### config.mk
export PLATFORM = sky130hd
export DESIGN_NAME = cgra_kernel_fetch_ctrl
export DESIGN_NICKNAME = d
export VERILOG_FILES = /design/src/rtl/cgra_pkg.sv /design/src/rtl/cgra_kernel_fetch_ctrl.sv
export SDC_FILE = /design/constraint.sdc
export NUM_CORES = 1
export LEC_CHECK = 0
export CAP_MARGIN = 0
export CELL_PAD_IN_SITES_DETAIL_PLACEMENT = 1
export CELL_PAD_IN_SITES_GLOBAL_PLACEMENT = 1
export CORE_ASPECT_RATIO = 0.5
export CORE_MARGIN = 3
export CORE_UTILIZATION = 33
export CTS_BUF_LIST = sky130_fd_sc_hd__clkbuf_16
export DETAILED_ROUTE_END_ITERATION = 12
export GPL_ROUTABILITY_DRIVEN = 0
export PLACE_DENSITY_LB_ADDON = 0.12
export SKIP_LAST_GASP = 1
export SYNTH_ARGS = -nofsm -noshare
export SYNTH_HDL_FRONTEND = slang
export SYNTH_SLANG_ARGS = --single-unit
### constraint.sdc
create_clock -name clk_i -period 4.85 [get_ports clk_i]
set_input_delay 0.97 -clock clk_i [delete_from_list [all_inputs] [get_ports clk_i]]
set_output_delay 0.97 -clock clk_i [all_outputs]
set_load 0.01 [all_outputs]
### src/rtl/cgra_pkg.sv
// ============================================================================
// cgra_pkg : shared widths and types for the CGRA kernel fetch controller
// Revision : 1.0
// ============================================================================
`default_nettype none

package cgra_pkg;

  localparam int unsigned IMEM_N_LINES_LOG2   = 5;
  localparam int unsigned KER_CONF_N_REG_LOG2 = 4;
  localparam int unsigned KMEM_WIDTH          = 16;

  typedef enum logic [2:0] {
    IDLE  = 3'd0,
    KCFG  = 3'd1,
    FETCH = 3'd2,
    WAIT  = 3'd3,
    DONE  = 3'd4
  } kfetch_state_e;

  // Kernel-config word layout; rsvd pads the gap between last and valid.
  typedef struct packed {
    logic                                          valid;
    logic [KMEM_WIDTH-2*IMEM_N_LINES_LOG2-2:0]     rsvd;
    logic [IMEM_N_LINES_LOG2-1:0]                  last;
    logic [IMEM_N_LINES_LOG2-1:0]                  first;
  } ker_conf_t;

endpackage

`default_nettype wire

### src/rtl/cgra_kernel_fetch_ctrl.sv
// ============================================================================
// cgra_kernel_fetch_ctrl : walks a kernel's instruction lines out of context
// memory and pulses rc_load_o per returned line. CGRA_KFETCH_PIPE_EN selects
// back-to-back (1 line/cycle) fetch instead of the 2-cycle handshake.
// Revision : 1.0
// ============================================================================
`default_nettype none

module cgra_kernel_fetch_ctrl #(
  parameter int unsigned IMEM_N_LINES_LOG2   = cgra_pkg::IMEM_N_LINES_LOG2,
  parameter int unsigned KER_CONF_N_REG_LOG2 = cgra_pkg::KER_CONF_N_REG_LOG2,
  parameter int unsigned KMEM_WIDTH          = cgra_pkg::KMEM_WIDTH
) (
  input  logic                           clk_i,
  input  logic                           rst_ni,
  input  logic                           start_i,
  input  logic [KER_CONF_N_REG_LOG2-1:0] ker_id_i,
  input  logic                           abort_i,
  output logic [KER_CONF_N_REG_LOG2-1:0] kmem_radd_o,
  input  logic [KMEM_WIDTH-1:0]          kmem_rdata_i,
  output logic                           conf_req_o,
  output logic [IMEM_N_LINES_LOG2-1:0]   imem_radd_o,
  input  logic                           imem_gnt_i,
  input  logic                           imem_rvalid_i,
  output logic                           rc_load_o,
  output logic [IMEM_N_LINES_LOG2-1:0]   rc_line_o,
  output logic                           busy_o,
  output logic                           done_o,
  output logic                           err_o
);

  import cgra_pkg::*;

  localparam int unsigned LW = IMEM_N_LINES_LOG2;

  kfetch_state_e                  state_q;
  logic [KER_CONF_N_REG_LOG2-1:0] ker_id_q;
  logic [LW-1:0]                  cur_q;
  logic [LW-1:0]                  last_q;
  logic                           conf_req_q;
  logic                           busy_q;
  logic                           done_q;
  logic                           err_q;

  logic                           cfg_valid;
  logic [LW-1:0]                  cfg_first;
  logic [LW-1:0]                  cfg_last;
  logic [LW-1:0]                  cur_next;
  logic                           load_ok;
  logic                           load_fire;

  assign cfg_valid = kmem_rdata_i[KMEM_WIDTH-1];
  assign cfg_first = kmem_rdata_i[LW-1:0];
  assign cfg_last  = kmem_rdata_i[2*LW-1:LW];
  // Natural overflow gives the modulo-2**L wrap of the line counter.
  assign cur_next  = cur_q + {{(LW-1){1'b0}}, 1'b1};

  if (KMEM_WIDTH > 2*LW+1) begin : g_pad
    logic unused_pad;
    assign unused_pad = ^kmem_rdata_i[KMEM_WIDTH-2:2*LW];
  end

`ifdef CGRA_KFETCH_PIPE_EN
  logic [LW-1:0] prev_q;
  logic          inflight_q;
  assign load_ok   = inflight_q;
  assign rc_line_o = prev_q;
`else
  assign load_ok   = (state_q == WAIT);
  assign rc_line_o = cur_q;
`endif

  // Abort drops any returning line, even one already granted.
  assign load_fire = imem_rvalid_i & load_ok & ~abort_i;

  always_ff @(posedge clk_i or negedge rst_ni) begin
    if (!rst_ni) begin
      state_q    <= IDLE;
      ker_id_q   <= '0;
      cur_q      <= '0;
      last_q     <= '0;
      conf_req_q <= 1'b0;
      busy_q     <= 1'b0;
      done_q     <= 1'b0;
      err_q      <= 1'b0;
`ifdef CGRA_KFETCH_PIPE_EN
      prev_q     <= '0;
      inflight_q <= 1'b0;
`endif
    end else begin
      done_q <= 1'b0;
      err_q  <= 1'b0;
`ifdef CGRA_KFETCH_PIPE_EN
      inflight_q <= 1'b0;
`endif
      if (abort_i && state_q != IDLE) begin
        state_q    <= IDLE;
        conf_req_q <= 1'b0;
        busy_q     <= 1'b0;
      end else begin
        unique case (state_q)
          IDLE: if (start_i) begin
            ker_id_q <= ker_id_i;
            busy_q   <= 1'b1;
            state_q  <= KCFG;
          end
          KCFG: if (cfg_valid) begin
            cur_q      <= cfg_first;
            last_q     <= cfg_last;
            conf_req_q <= 1'b1;
            state_q    <= FETCH;
          end else begin
            err_q   <= 1'b1;
            busy_q  <= 1'b0;
            state_q <= IDLE;
          end
          FETCH: if (imem_gnt_i) begin
`ifdef CGRA_KFETCH_PIPE_EN
            prev_q     <= cur_q;
            inflight_q <= 1'b1;
            if (cur_q == last_q) begin
              conf_req_q <= 1'b0;
              state_q    <= WAIT;
            end else begin
              cur_q <= cur_next;
            end
`else
            conf_req_q <= 1'b0;
            state_q    <= WAIT;
`endif
          end
          WAIT: if (load_fire) begin
`ifdef CGRA_KFETCH_PIPE_EN
            done_q  <= 1'b1;
            state_q <= DONE;
`else
            if (cur_q == last_q) begin
              done_q  <= 1'b1;
              state_q <= DONE;
            end else begin
              cur_q      <= cur_next;
              conf_req_q <= 1'b1;
              state_q    <= FETCH;
            end
`endif
          end
          DONE: begin
            busy_q  <= 1'b0;
            state_q <= IDLE;
          end
          default: begin
            conf_req_q <= 1'b0;
            busy_q     <= 1'b0;
            state_q    <= IDLE;
          end
        endcase
      end
    end
  end

  assign kmem_radd_o = ker_id_q;
  assign conf_req_o  = conf_req_q;
  assign imem_radd_o = cur_q;
  assign rc_load_o   = load_fire;
  assign busy_o      = busy_q;
  assign done_o      = done_q;
  assign err_o       = err_q;

endmodule

`default_nettype wire

* Word level (Yosys, flattened, before mapping)
Index checks and enable logic that the tools add are counted.
Storage, ports and cells: flip-flop bits (word level) 21, word-level logic and storage cells 69, output and inout bits 19, input port bits 26
Operators by class: equal/unequal tests 16, bitwise logic cells 4, $add $sub $neg 1, mux-type cells 28, reductions and logical operators 12
Operators by type and width (count):
- 1-bit two-way mux | 15
- 3-bit two-way mux | 5
- 5-bit two-way mux | 3
- 3-bit inequality test, second input constant | 5
- 3-bit one-hot mux with 4 select lines | 1
- 3-bit AND reduction | 4
- 5-bit one-hot mux with 2 select lines | 1
- 5-bit AND reduction | 2
- 3-bit by 2-bit == test with 1-bit output, second input constant | 2
- 2-bit inequality test, second input constant | 3
- 5-bit by 1-bit adder with 5-bit output, second input constant | 1
- 5-bit == test | 1
- 2-bit by 1-bit inequality test with 1-bit output, second input constant | 2
- 1-bit one-hot mux with 4 select lines | 1
- 2-bit OR reduction | 2
- 3-bit by 1-bit == test with 1-bit output, second input constant | 1
- 3-bit == test, second input constant | 1
- 3-bit zero test | 1
- 3-bit by 2-bit inequality test with 1-bit output, second input constant | 1
- 1-bit one-hot mux with 3 select lines | 1
- 3-bit nonzero test | 1
- 1-bit AND | 2
- 2-bit two-way mux | 1
- 1-bit inverter | 2
- other kinds (2) | 2

* Logic depth before layout (Yosys ltp)
depth in word-level cells 6, mapped depth 8, gate-level depth less buffers 5

* Least setup slack after synthesis
No wires, ideal clock.
path type input to output, start in imem_rvalid_i, end out rc_load_o, data required time 3.880 ns, path slack 2.564 ns, data arrival time 1.316 ns, stages 2, cells stage by stage inv_1 nor3_1
On the way: longest elaborated chain between the ends 2
Ends and longest elaborated chain:
- from (decl) | RTL line cgra_kernel_fetch_ctrl.sv:24 | input logic imem_rvalid_i,
- 1-bit AND (2 in a row) | RTL line cgra_kernel_fetch_ctrl.sv:74 | assign load_fire = imem_rvalid_i & load_ok & ~abort_i;
- to (decl) | RTL line cgra_kernel_fetch_ctrl.sv:25 | output logic rc_load_o,
Every way passes these cells.

* Worst setup path in the final report
Same ends and word-level chain as after synthesis.

==> summary.txt <==
Run status
  – Outcome: completed

Final layout
  – Fin nets: 171
  – Fraction of layout cells with a size suffix above 1: 0.09091
  – P&R area growth vs syn: 40.61%
  – Non-Filler Instances: 183
  – Final Util: 0.4988
  – Ant diodes: 0
  – Final Instance Area: 1546 um2

STA
  – Finish-stage setup viols: 0
  – Worst-Margin Slew: 941.4 ps
  – Final hold vios: 0
  – Hold_ws: 506.8 ps
  – Minimum clock period: 3281 ps
  – Final WS setup: 1569 ps
  – Post-route clock period utilization: 0.6765
  – Relative slew slack: 0.3704
  – Setup TNS: 0 ps
  – Final count of pins violating max slew: 0
  – RSZ-0062 raised after global routing: no
  – Clock skew: 1.864 ps
  – Peak Freq: 304.8 MHz

Logic synthesis
  – Net Count, Synth: 137
  – Yosys warns: 0
  – Sequential fraction of the synthesis area: 0.4778
  – Yosys cell types: 34
  – Synthesized cell area: 1100 um2
  – Seq cells post-synth: 21
  – Post-Syn Area per Cell: 9.998 um2
  – Cells after Synth: 110

Clock tree
  – CTS sink count: 21
  – Reg clk slew, reported paths: 60 ps
  – Clock Latency Late Sink: 250 ps
  – CTS resizes: 0
  – Clock Root Buffer: clkbuf_16
  – Post-CTS setup repair buffer count: 0
  – Cts-stage hold buffer count: 0
  – Maximum clock insertion buffer count: 2
  – CTS tree: yes
  – H-tree depth: 1
  – Cts bufs inserted: 3

Worst setup path
  – Crit path max fanout: 4
  – CP Launch Point: imem_rvalid_i
  – CP arrival: 2310 ps
  – Worst r2r dst: imem_radd_o[0]
  – Req. time, crit path: 3880 ps
  – Reg2Reg Launch Point: state_q[1]
  – Reg-to-reg slack, setup: 3110 ps
  – Crit Path Class: in -> out
  – Setup crit end: rc_load_o
  – Worst setup EP type: output port
  – CP Launch Type: primary input
  – R2r worst-path depth: 5

Placement
  – Pre-CTS setup slack: 1564 ps
  – Cell Count Post-Placement: 179
  – DPL Wire Length: 1836 um
  – Post-DP Area: 1468 um2
  – Port Buffers: 39

Power and ir drop
  – Leak: 0.6460 nW
  – Worst VDD drop: 0.2340 mV
  – Sw Share: 0.3280
  – PD cells: 555.1 nW/um2
  – Clock power frac: 0.198
  – Tot Pwr: 0.8585 mW
  – Combinational cell fraction of total power: 0.427
  – Net Sw Power: 0.2816 mW
  – Internal: 0.5769 mW
  – Reg power frac: 0.375

Routing
  – Detailed Route Iter0 Violations: 20
  – WL final: 2465 um
  – Wire per inst: 13.47 um
  – Vias: 902
  – Vias per cell: 4.929
  – First-pass iteration count of the detailed router: 4
  – DRT antenna net count: 0
  – Drt drc: 0

Job
  – Max Cap Viol: 0

Global routing
  – Initial antenna violation count: 0
  – Global-route wire length before repair: 4105 um
  – Most used routing layer: met2
  – Met3 Usage GRT: 0.04553
  – GRT met1 Usage: 0.1704
  – Congestion Overflow GR: 0
  – Vias in the first global route: 862
  – Met2 GRT Util: 0.2216
  – Total GRT Usage: 0.1323
  – Largest net degree at the start of global routing: 22

Min path
  – Worst Hold Class: reg -> reg

Die
  – Core area: 3100 um2
  – Top Ports: 45
  – Die Span Y: 46.82 um
  – Die Width: 87.64 um
  – Die area: 4103 um2
  – Initial Utilization: 0.3547
  – Rows: 14
cells in the final DEF, fill, tap and decap left out:
cell	count
clkbuf_16	3
and3_1	1
nor3_1	6
mux2i_1	1
nand2_1	8
inv_1	4
a221o_1	1
ha_1	1
a21oi_1	7
or3_1	1
nor2b_1	3
xnor2_1	2
nand3_1	3
a21o_1	1
and2_1	1
o21ai_1	3
or2_1	1
o21a_1	1
mux2_2	9
nand2b_1	3
nor3b_1	1
o22ai_1	1
o21ai_0	7
clkdlybuf4s50_1	39
nor2_1	5
nor2_2	1
nand4_1	1
dfrtp_1	21
xor2_1	3
nor4_1	2
o311a_1	1
o31ai_1	1
cell type report:
class | instances | area (um2)
Fill cell | 352 | 1554
Sequential cell | 21 | 525.5
Inverter | 3 | 11.26
Clock inverter | 1 | 3.754
Tap cell | 40 | 50.05
Clock buffer | 3 | 75.07
Timing Repair Buffer | 39 | 390.4
Multi-Input combinational cell | 76 | 490.5
cells in the mapped netlist:
| cell | n | area share |
|---|---|---|
| or2_1 | 1 | 0.0057 |
| dfrtp_1 | 21 | 0.48 |
| buf_2 | 1 | 0.0045 |
| nand2b_1 | 3 | 0.017 |
| o21ai_0 | 7 | 0.032 |
| nor2_2 | 1 | 0.0057 |
| inv_1 | 3 | 0.010 |
| nor3_1 | 6 | 0.027 |
| buf_6 | 1 | 0.010 |
| nand2_1 | 8 | 0.027 |
| a21oi_1 | 7 | 0.032 |
| mux2i_1 | 1 | 0.0091 |
| o31ai_1 | 1 | 0.0068 |
| nor4_1 | 2 | 0.011 |
| o21ai_1 | 3 | 0.014 |
| nor2b_1 | 3 | 0.017 |
| nand4_1 | 1 | 0.0057 |
| xor2_1 | 3 | 0.024 |
| or3_1 | 1 | 0.0057 |
| mux2_2 | 9 | 0.092 |
| nand3_1 | 3 | 0.014 |
| xnor2_1 | 2 | 0.016 |
| ha_1 | 1 | 0.011 |
| o311a_1 | 1 | 0.0091 |
| a221o_1 | 1 | 0.0091 |
| nor3b_1 | 1 | 0.0068 |
| buf_4 | 7 | 0.048 |
| and2_1 | 1 | 0.0057 |
| a21o_1 | 1 | 0.0068 |
| clkbuf_1 | 1 | 0.0034 |
| o22ai_1 | 1 | 0.0057 |
| and3_1 | 1 | 0.0057 |
| nor2_1 | 5 | 0.017 |
| o21a_1 | 1 | 0.0068 |
registers in the layout, indices dropped and copies added (netlist names):
register / count
done_o: 1
busy_o: 1
kmem_radd_o: 4
conf_req_o: 1
last_q: 5
state_q: 3
imem_radd_o: 5
err_o: 1
cells by family after synthesis:
group,synth area share
compound gates,0.1217
xor+xnor,0.03983
fa+ha+maj,0.01137
buf+inv,0.07621
flops,0.4778
mux,0.1013
simple gates,0.1718
power by group through the flow:
stage | sequential, mW | clock [mW] | combinational (mW)
2_1_floorplan | 0.324 | 0 | 0.216
3_3_place_gp | 0.325 | 0 | 0.363
3_5_place_dp | 0.327 | 0 | 0.369
4_1_cts | 0.324 | 0.175 | 0.372
5_1_grt | 0.337 | 0.185 | 0.405
6_report | 0.322 | 0.170 | 0.367
worst min path at each step:
stage	start	endpoint	depth (start not counted)
6_report	kmem_radd_o[0]	kmem_radd_o[0]	1
2_1_floorplan	state_q[2]	state_q[0]	1
4_1_cts	kmem_radd_o[3]	kmem_radd_o[3]	1
3_3_place_gp	kmem_radd_o[3]	kmem_radd_o[3]	1
5_1_grt	kmem_radd_o[2]	kmem_radd_o[2]	1
3_5_place_dp	kmem_radd_o[3]	kmem_radd_o[3]	1
worst max-delay path, stage by stage:
cell and delay (ps):
clkdlybuf4s50_1 500, inv_1 90, nor3_1 180, clkdlybuf4s50_1 570
layer usage:
| metal | share of wire | up-vias |
|---|---|---|
| met5 | 0 | - |
| met4 | 0.0077 | 0 |
| met3 | 0.062 | 4 |
| met2 | 0.45 | 26 |
| met1 | 0.48 | 428 |
| li1 | - | 444 |
(Power assumes the default switching activity.)
